$ cat src/rtl/timer_counter.sv
// Memory-mapped 32-bit down-counting timer with one-shot and auto-reload modes.
// Registers: CTRL (EN, MODE, IM), PRESET, and a read-only COUNT; irq = IM & sticky flag.
module timer_counter (
  input  logic        clk,
  input  logic        reset,
  input  logic [1:0]  addr,
  input  logic [3:0]  byteen,
  input  logic [31:0] wdata,
  output logic [31:0] rdata,
  output logic        irq
);

  typedef enum logic [1:0] {
    IDLE = 2'd0,
    CNT  = 2'd1,
    INT  = 2'd2
  } state_t;

  localparam logic [1:0] ADDR_CTRL   = 2'd0;
  localparam logic [1:0] ADDR_PRESET = 2'd1;
  localparam logic [1:0] ADDR_COUNT  = 2'd2;

  state_t      state, state_n;
  logic [3:0]  ctrl, ctrl_n;
  logic [31:0] preset, preset_n;
  logic [31:0] count, count_n;
  logic        flag, flag_n;

  logic        ctrl_wr;
  logic        preset_wr;
  logic        en_off;
  logic        en_clr;
  logic        flag_set;

  assign ctrl_wr   = (addr == ADDR_CTRL) && (byteen != 4'b0000);
  assign preset_wr = (addr == ADDR_PRESET) && (byteen != 4'b0000);
  // Only a write that actually carries byte 0 can turn EN off.
  assign en_off    = ctrl_wr && byteen[0] && !wdata[0];

  always_ff @(posedge clk or posedge reset) begin
    if (reset) begin
      state  <= IDLE;
      ctrl   <= 4'h0;
      preset <= 32'h0;
      count  <= 32'h0;
      flag   <= 1'b0;
    end else begin
      state  <= state_n;
      ctrl   <= ctrl_n;
      preset <= preset_n;
      count  <= count_n;
      flag   <= flag_n;
    end
  end

  // The FSM step looks at pre-write register values; bus writes are layered on top.
  always_comb begin
    state_n  = state;
    count_n  = count;
    flag_n   = flag;
    en_clr   = 1'b0;
    flag_set = 1'b0;

    case (state)
      IDLE: begin
        if (ctrl[0]) begin
          count_n = preset;
          state_n = CNT;
        end
      end
      CNT: begin
        if (!ctrl[0]) begin
          state_n = IDLE;
        end else if (count > 32'd1) begin
          count_n = count - 32'd1;
        end else begin
          count_n  = 32'd0;
          flag_set = 1'b1;
          state_n  = INT;
        end
      end
      INT: begin
        if (ctrl[2:1] == 2'd1) begin
          count_n = preset;
          flag_n  = 1'b0;
          state_n = CNT;
        end else begin
          en_clr  = 1'b1;
          state_n = IDLE;
        end
      end
      default: begin
        state_n = IDLE;
      end
    endcase

    ctrl_n = ctrl;
    if (en_clr) begin
      ctrl_n[0] = 1'b0;
    end
    if (ctrl_wr && byteen[0]) begin
      ctrl_n = wdata[3:0];
    end

    // A CTRL write acknowledges the interrupt, but a flag raised at the same edge survives.
    if (ctrl_wr) begin
      flag_n = 1'b0;
    end
    if (flag_set) begin
      flag_n = 1'b1;
    end

    if (en_off) begin
      state_n = IDLE;
      count_n = count;
    end

    preset_n = preset;
    if (preset_wr) begin
      for (int b = 0; b < 4; b++) begin
        if (byteen[b]) begin
          preset_n[b*8 +: 8] = wdata[b*8 +: 8];
        end
      end
    end
  end

  always_comb begin
    rdata = 32'h0;
    case (addr)
      ADDR_CTRL:   rdata = {28'h0, ctrl};
      ADDR_PRESET: rdata = preset;
      ADDR_COUNT:  rdata = count;
      default:     rdata = 32'h0;
    endcase
  end

  assign irq = ctrl[3] & flag;

endmodule
$ cat config.mk
export PLATFORM = sky130hd
export DESIGN_NAME = timer_counter
export DESIGN_NICKNAME = d
export VERILOG_FILES = /design/src/rtl/timer_counter.sv
export SDC_FILE = /design/constraint.sdc
export NUM_CORES = 1
export LEC_CHECK = 0
export ABC_AREA = 0
export CAP_MARGIN = 40
export CORE_MARGIN = 1
export CORE_UTILIZATION = 53
export DETAILED_ROUTE_END_ITERATION = 16
export PLACE_DENSITY = 0.78
export SYNTH_ARGS = -nofsm -noshare
export SYNTH_HDL_FRONTEND = slang
export SYNTH_SLANG_ARGS = --single-unit
$ cat constraint.sdc
create_clock -name clk -period 3.5 [get_ports clk]
set_input_delay 0.875 -clock clk [delete_from_list [all_inputs] [get_ports clk]]
set_output_delay 0.875 -clock clk [all_outputs]
set_load 0.01 [all_outputs]
==> results of run 1 <==
-- worst max-delay path, delay by kind of cell --
family | cells | cell delay, ns
buffers and inverters | 3 | 0.93
and+or+nand+nor | 1 | 0.24
AOI/OAI and AO/OA | 1 | 0.16
-- power breakdown --
part / internal, mW / total [mW] / switching [mW]
clock network: 0.348 / 0.650 / 0.301
logic: 0.582 / 1.17 / 0.584
registers: 1.07 / 1.40 / 0.330
total: 2.00 / 3.22 / 1.22
-- sequential cells by signal, indices dropped and copies added, names as in the netlist --
signal and cells:
count 32, flag 1, preset 32, state 2
ctrl 4
-- cell usage after synthesis (5+ instances only) --
cell type	instances	area (sq um)
dfrtp_1	71	1780
nand2_1	49	184
a22o_1	37	324
mux2_2	34	383
clkbuf_1	26	97.6
o21ai_0	17	85.1
inv_1	16	60.1
nand3_1	13	65.1
nor2_1	12	45.0
o22ai_1	12	75.1
nand4_1	11	68.8
o31ai_1	11	82.6
a31oi_1	10	62.6
nor4_1	10	62.6
o41a_1	10	113
a21oi_1	9	45.0
nor3_1	8	40.0
or3_1	7	43.8
o221ai_1	6	52.6
o41ai_1	6	52.6
a22oi_1	5	37.5
-- area by class of cell --
| class | instances | area (sq um) |
|---|---|---|
| clock buffers | 13 | 149 |
| clock inverters | 3 | 42.5 |
| fillers | 646 | 2340 |
| inverters | 16 | 60.1 |
| multi-input cells | 316 | 2260 |
| flip-flops and latches | 71 | 1780 |
| well taps | 102 | 128 |
| repair buffers | 94 | 932 |
-- cells by family (layout without fill, tap and decap cells) --
group / after synthesis / count (layout) / share of synthesized area
flip-flops: 71 / 71 / 0.422
AO/OA/AOI/OAI: 139 / 139 / 0.253
buffers and inverters: 49 / 126 / 0.0467
AND/OR/NAND/NOR: 137 / 137 / 0.172
multiplexers: 38 / 38 / 0.100
adder cells (fa/ha/maj): 2 / 2 / 0.00594
-- routing by layer --
layer  vias up  track usage  part of all wire
met2       185        0.480              0.48
met4         0        0.119             0.017
li1       1849            -                 -
met5         -            0                 0
met3        20       0.0427             0.065
met1      1975        0.392              0.43
-- worst max-delay path by stage --
stage / from / to / slack, ns / cells after the start
finish: addr[0] / rdata[23] / 0.41 / 5
global route: addr[0] / rdata[2] / 0.32 / 6
CTS: addr[0] / rdata[2] / 0.02 / 6
detailed placement: addr[0] / rdata[2] / 0.03 / 6
global placement: addr[0] / rdata[1] / 0.1 / 6
floorplan: addr[1] / rdata[10] / 0.52 / 5
-- per-stage QoR --
stage	util	total power [mW]	area [sq um]
after global placement	0.669	2.50	5140
after floorplan	-	2.07	4210
after CTS	0.694	3.21	5330
after global routing	0.696	3.42	5350
after detailed placement	0.669	2.55	5140
final	0.696	3.22	5350
==> impl_metrics.tcl, run 1 <==
set metrics [dict create \
    io_buffer_count 72 \
    drt-total-wl_um 11600 \
    clk_pin_slew_ns 0.07 \
    firstDrtPassIters 5 \
    hp-start "preset[23]" \
    status "finished, final reports clean" \
    rr_worst_depth 5 \
    h-tree-depth 3 \
    place_ws_ns 0.0306 \
    synthCells 436 \
    die_w_um 91.1 \
    crit_path_end_kind "output pin" \
    gp_congestion 0.898 \
    post-dp-hpwl_um 7980 \
    synth.distinct_cells 53 \
    min_path_cells 1 \
    r2r-end "count[11]" \
    setup_viol 0 \
    cts.sinks 71 \
    timing.hold.ws_ns 0.536 \
    fmax_mhz 324 \
    worstPathMaxFanout 25 \
    cts-buffers-inserted 9 \
    hold_viol 0 \
    path_class "input pin to output pin" \
    min_to "preset[23]" \
    regToRegSetupSlack_ns 0.47 \
    cp_slowest_cell "clkdlybuf4s50_1" \
    slew_violations 0 \
    worst_setup_path_start_kind "input pin" \
    antenna_found_initial 0 \
    io_pins 73 \
    start_util 0.548 \
    drive_gt1_frac 0.156 \
    fin_nets 550 \
    worst_ep_arrival_time_ns 2.22 \
    grt_pass1_wl_um 19400 \
    leakagePower_nw 2.16 \
    clockBufferDepth 2 \
    grt_usage 0.293 \
    cts_setup_buffers 0 \
    holdBufCountCts 0 \
    fp-row-count 32 \
    grt_pass1_vias 4008 \
    vias_per_cell 6.55 \
    areaGrowthSynthToFinish_pct 27.1 \
    wl_per_cell_um 18.8 \
    worst_clock_skew_ns 0.00775 \
    overflow 0 \
    drv_cap 0 \
    min_period_over_period 0.883 \
    syn_avg_cell_area_sq_um 9.65 \
    cts-root-buf "clkbuf_8" \
    core_sq_mm 0.00769 \
    netlist_area_sq_mm 0.00421 \
    rsz0062_at_grt "no" \
    cts_tree "built" \
    worstPathRequired_ns 2.62 \
    worst_slack_ns 0.409 \
    finalNonFillerCells 615 \
    cp_cell_sequence "dlymetal6s2s_1 > nor2b_4 > buf_12 > a22o_1 > clkdlybuf4s50_1" \
    final_common_cell "dfrtp_1" \
    syn-num-nets 478 \
    initialDrtViolationCount 368 \
    mostFrequentLayoutCells "dfrtp_1, clkdlybuf4s50_1, nand2_1" \
    reg2reg_from "count[23]" \
    synth_seq_cells 71 \
    dr_total_vias 4029 \
    worstHoldPathType "flop to flop" \
    ir_worst_vdd_uv 353 \
    diodes 0 \
    die_area_sq_mm 0.00830 \
    max_slew.worst_pin.slew_ns 0.784 \
    cts-resized-gates 0 \
    slowest_delay_ns 0.54 \
    worst_skew_pair.late_latency_ns 0.35 \
    ys_warn_count 0 \
    dp_cells 599 \
    fin_crit_ns 3.09 \
    slew_headroom 0.473 \
    p_per_area_mw_per_mm2 601 \
    ys_seq_area_frac 0.422 \
    synthArstFlopShare 1.00 \
    post-route-drc-count 0 \
    tns_ns 0 \
    synth-edff-count 0 \
    ant_nets 0 \
    grt_max_degree 42 \
    synth_ff_type "dfrtp_1" \
    die_h_um 91.1 \
]
Power figures use the tool's default switching activity.
==> run 2: changes to the inputs <==
==> constraint.sdc (replaced) <==
create_clock -name clk -period 3.1 [get_ports clk]
set_input_delay 0.775 -clock clk [delete_from_list [all_inputs] [get_ports clk]]
set_output_delay 0.775 -clock clk [all_outputs]
set_load 0.01 [all_outputs]
==> run 2 against run 1 <==
Net effect:
- clock skew is 0.0019 ns higher
- highest routed layer unchanged
- via count is 2.7% higher
- wire length rose by 5.9%
- largest power group unchanged
- critical endpoint is now rdata[31]
- final area up 3.9%
- worst setup slack worse by 0.35 ns
- worst hold slack better by 0.0017 ns
- total power up 17%
- critical path depth increased by 2
==> impl_metrics.tcl, run 2 (synthesis results as in run 1) <==
set metrics [dict create \
    start_util 0.548 \
    slowest_delay_ns 0.45 \
    dr_total_vias 4138 \
    status "finished, final reports clean" \
    drive_gt1_frac 0.192 \
    grt_pass1_vias 3929 \
    hp-start "preset[25]" \
    setup_viol 0 \
    holdBufCountCts 0 \
    die_h_um 91.1 \
    areaGrowthSynthToFinish_pct 32.0 \
    cp_slowest_cell "clkdlybuf4s50_1" \
    reg.largest.list "count: 32 flops, preset: 32 flops, ctrl: 4 flops" \
    fmax_mhz 329 \
    final_common_cell "dfrtp_1" \
    reg2reg_from "count[25]" \
    worstPathRequired_ns 2.32 \
    gp_congestion 0.901 \
    clk_pin_slew_ns 0.07 \
    crit_path_end_kind "output pin" \
    max_slew.worst_pin.slew_ns 0.772 \
    core_sq_mm 0.00769 \
    regToRegSetupSlack_ns 0.33 \
    rr_worst_depth 5 \
    min_path_cells 1 \
    initialDrtViolationCount 439 \
    fin_nets 570 \
    slew_headroom 0.481 \
    r2r-end "count[11]" \
    worstHoldPathType "flop to flop" \
    grt_pass1_wl_um 19400 \
    cts.sinks 71 \
    clockBufferDepth 2 \
    die_w_um 91.1 \
    worstPathMaxFanout 14 \
    antenna_found_initial 0 \
    cp_common_cell "buf_4" \
    io_buffer_count 72 \
    die_area_sq_mm 0.00830 \
    grt_usage 0.296 \
    post-route-drc-count 0 \
    path_class "input pin to output pin" \
    drv_cap 0 \
    path_delay_family "buffers and inverters" \
    worst_clock_skew_ns 0.00969 \
    worst_skew_pair.late_latency_ns 0.36 \
    overflow 0 \
    wl_per_cell_um 19.4 \
    worst_ep_arrival_time_ns 2.26 \
    fp-row-count 32 \
    min_period_over_period 0.980 \
    rsz0062_at_grt "no" \
    min_to "preset[25]" \
    vias_per_cell 6.53 \
    ir_worst_vdd_uv 380 \
    ant_nets 0 \
    path_depth 7 \
    slew_violations 0 \
    grt_max_degree 72 \
    fin_crit_ns 3.04 \
    h-tree-depth 3 \
    total_power_mw 3.78 \
    hold_viol 0 \
    cp_cell_sequence "clkdlybuf4s50_1 > buf_4 > nor2b_4 > buf_4 > clkbuf_16 > a22o_1 > dlygate4sd2_1" \
    p_per_area_mw_per_mm2 680 \
    drt-total-wl_um 12300 \
    mostFrequentLayoutCells "dfrtp_1, nand2_1, clkdlybuf4s50_1" \
    cts-buffers-inserted 9 \
    diodes 0 \
    cts_tree "built" \
    firstDrtPassIters 5 \
    post-dp-hpwl_um 7860 \
    io_pins 73 \
    cts-root-buf "clkbuf_8" \
    leakagePower_nw 2.52 \
    timing.hold.ws_ns 0.538 \
    path_buf_inv 5 \
    worst_setup_path_start_kind "input pin" \
]
run 2: cell types whose count changed in the layout (fill, tap and decap cells not counted):
cell,delta
clkdlybuf4s50_1,-31
dlygate4sd2_1,+20
buf_4,+18
dlymetal6s2s_1,+11
clkbuf_1,-3
clkbuf_8,+2
buf_2,+1
bufinv_16,+1
clkbuf_16,+1
clkinvlp_4,-1
run 2: report_power, final:
part           internal, mW  total (mW)  leakage, nW  switching, mW
combinational         0.656        1.34         1.55          0.688
sequential             1.21        1.57        0.858          0.367
clock                 0.513       0.860        0.118          0.346
run 2: area by class of cell:
class | instances | area (sq um)
flip-flops and latches | 71 | 1780
multi-input cells | 316 | 2260
fillers | 596 | 2130
inverters | 16 | 60.1
clock inverters | 3 | 65.1
repair buffers | 114 | 1100
clock buffers | 12 | 165
well taps | 102 | 128
run 2: repair_timing:
| action | in CTS | in global routing |
|---|---|---|
| cloned | 0 | 2 |
| resized for setup | 20 | 16 |
| setup buffers | 0 | 8 |
| setup endpoints to repair | 32 | 12 |
run 2: layer usage:
layer	track usage	share of wire
met1	0.398	0.42
met2	0.477	0.48
met3	0.0570	0.075
met4	0.108	0.019
met5	0	0
run 2: through the flow:
stage	setup slack [ns]	instance area (sq um)	std cells	TNS, ns	utilization
2_1_floorplan	0.324	4210	436	0	-
3_3_place_gp	-0.0810	5210	608	-1.76	0.677
3_5_place_dp	-0.0789	5220	609	-2.02	0.678
4_1_cts	-0.0898	5420	624	-0.958	0.705
5_1_grt	0.0263	5560	634	0	0.723
6_report	0.0624	5560	634	0	0.723
run 2: how the worst max path moves through the flow:
stage                     slack [ns]        end     from
after floorplan                 0.32  rdata[10]  addr[1]
after global routing            0.03   rdata[9]  addr[0]
final                           0.06  rdata[31]  addr[0]
after detailed placement       -0.08  rdata[30]  addr[0]
after global placement         -0.08  rdata[30]  addr[0]
after CTS                      -0.09   rdata[2]  addr[0]
==> run 3: changes to the inputs <==
--- a/config.mk
+++ b/config.mk
@@ -8,9 +8,10 @@
 export ABC_AREA = 0
 export CAP_MARGIN = 40
 export CORE_MARGIN = 1
-export CORE_UTILIZATION = 53
+export CORE_UTILIZATION = 55
+export CTS_BUF_LIST = sky130_fd_sc_hd__clkbuf_4
 export DETAILED_ROUTE_END_ITERATION = 16
-export PLACE_DENSITY = 0.78
+export PLACE_DENSITY = 0.81
 export SYNTH_ARGS = -nofsm -noshare
 export SYNTH_HDL_FRONTEND = slang
 export SYNTH_SLANG_ARGS = --single-unit
==> run 3 against run 2 <==
Net effect:
- clock skew is 0.0032 ns higher
- count of clock-buffer cells in the layout is 3 lower
- total power is 3.2% lower
- clock power is 12% lower
- worst hold slack better by 0.0099 ns
- highest routed layer unchanged
- via count is 1.5% lower
- flip-flop and latch count stayed put
- first-iteration DRC count is 19% lower
==> impl_metrics.tcl, run 3 (synthesis results as in run 1) <==
set metrics [dict create \
    post-route-drc-count 0 \
    grt_max_degree 72 \
    clk_pin_slew_ns 0.12 \
    ir_worst_vdd_uv 403 \
    placed_cell_area_sq_mm 0.00514 \
    fin_nets 554 \
    h-tree-depth 3 \
    grtUsageMet2 0.493 \
    grt_usage 0.308 \
    initialDrtViolationCount 355 \
    grt-busiest-layer "met2" \
    grt_pass1_wl_um 18700 \
    core_sq_mm 0.00733 \
    hp-start "preset[29]" \
    dr_total_vias 4075 \
    path_class "input pin to output pin" \
    drive_gt1_frac 0.164 \
    die_area_sq_mm 0.00801 \
    status "finished, final reports clean" \
    cts.sinks 71 \
    min_to "preset[29]" \
    grt.met3_usage 0.0471 \
    start_util 0.574 \
    gp_congestion 0.953 \
    tns_ns 0 \
    die_h_um 89.5 \
    drv_cap 0 \
    worst_setup_path_start_kind "input pin" \
    rsz0062_at_grt "no" \
    mostFrequentLayoutCells "dfrtp_1, clkdlybuf4s50_1, nand2_1" \
    place_ws_ns -0.201 \
    vias_per_cell 6.62 \
    io_buffer_count 72 \
    cts-buffers-inserted 9 \
    wl_per_cell_um 18.7 \
    rr_worst_depth 5 \
    total_power_mw 3.66 \
    p_per_area_mw_per_mm2 684 \
    ant_nets 0 \
    max_slew.worst_pin.slew_ns 0.754 \
    io_pins 73 \
    slew_violations 0 \
    min_path_cells 1 \
    fp-row-count 31 \
    cts_tree "built" \
    fmax_mhz 333 \
    finalInstanceArea_sq_mm 0.00534 \
    worst_skew_pair.late_latency_ns 0.43 \
    reg.largest.list "count: 32 flops, preset: 32 flops, ctrl: 4 flops" \
    diodes 0 \
    antenna_found_initial 0 \
    hold_viol 0 \
    die_w_um 89.5 \
    setup_viol 0 \
    slew_headroom 0.493 \
    worst_ep_arrival_time_ns 2.23 \
    worstPathMaxFanout 15 \
    worstPathRequired_ns 2.32 \
    worstHoldPathType "flop to flop" \
    leakagePower_nw 2.17 \
    fin_crit_ns 3.00 \
    dp_cells 598 \
    grtUsageMet1 0.419 \
    worst_slack_ns 0.0990 \
    firstDrtPassIters 6 \
    clockBufferDepth 2 \
    drt-total-wl_um 11500 \
    grt_pass1_vias 3851 \
    final_common_cell "dfrtp_1" \
    overflow 0 \
    regToRegSetupSlack_ns 0.23 \
    r2r-end "count[11]" \
    cts-root-buf "clkbuf_4" \
    reg2reg_from "count[24]" \
    min_period_over_period 0.968 \
    crit_path_end_kind "output pin" \
    areaGrowthSynthToFinish_pct 26.9 \
    worst_clock_skew_ns 0.0129 \
    finalNonFillerCells 616 \
    post-dp-hpwl_um 7870 \
]
-- run 3: worst max path at each step --
stage	slack [ns]	cells past startpoint	endpoint	start
detailed placement	-0.20	6	rdata[3]	addr[0]
CTS	0.1	6	rdata[2]	addr[0]
finish	0.1	6	rdata[2]	addr[0]
global route	0.003	5	rdata[15]	addr[0]
floorplan	0.32	5	rdata[10]	addr[1]
global placement	-0.17	6	rdata[3]	addr[0]
-- run 3: layer usage --
metal,vias to the layer above,share of wire
li1,1849,-
met1,2004,0.42
met2,201,0.48
met3,21,0.074
met4,0,0.024
met5,-,0
-- run 3: critical path: stages --
cell and delay [ns]:
dlygate4sd2_1 0.27, nor2b_4 0.26, buf_6 0.20, nand2_1 0.07, o21ai_0 0.08, clkdlybuf4s50_1 0.57
-- run 3: through the flow --
step	hold WS, ns	util
2_1_floorplan	0.460	-
3_3_place_gp	0.496	0.701
3_5_place_dp	0.521	0.701
4_1_cts	0.550	0.729
5_1_grt	0.570	0.729
6_report	0.547	0.729
-- run 3: report_power, final --
part           total (mW)  internal (mW)  switching, mW
sequential           1.57           1.21          0.361
clock               0.755          0.403          0.352
combinational        1.33          0.669          0.665
-- run 3: what timing repair did --
item / CTS / global route
setup buffers: 0 / 0
endpoints found under the setup margin: 32 / 0
gates resized for setup: 8 / 0
hold buffers: 0 / 0
-- run 3: cell type report --
cell class                 count  area, sq um
multi-input combinational    316         2260
clock inverter                 7          111
sequential                    71         1780
timing repair buffer          98          946
clock buffer                   9         67.6
tap                           99          124
fill                         544         1990
inverter                      16         60.1
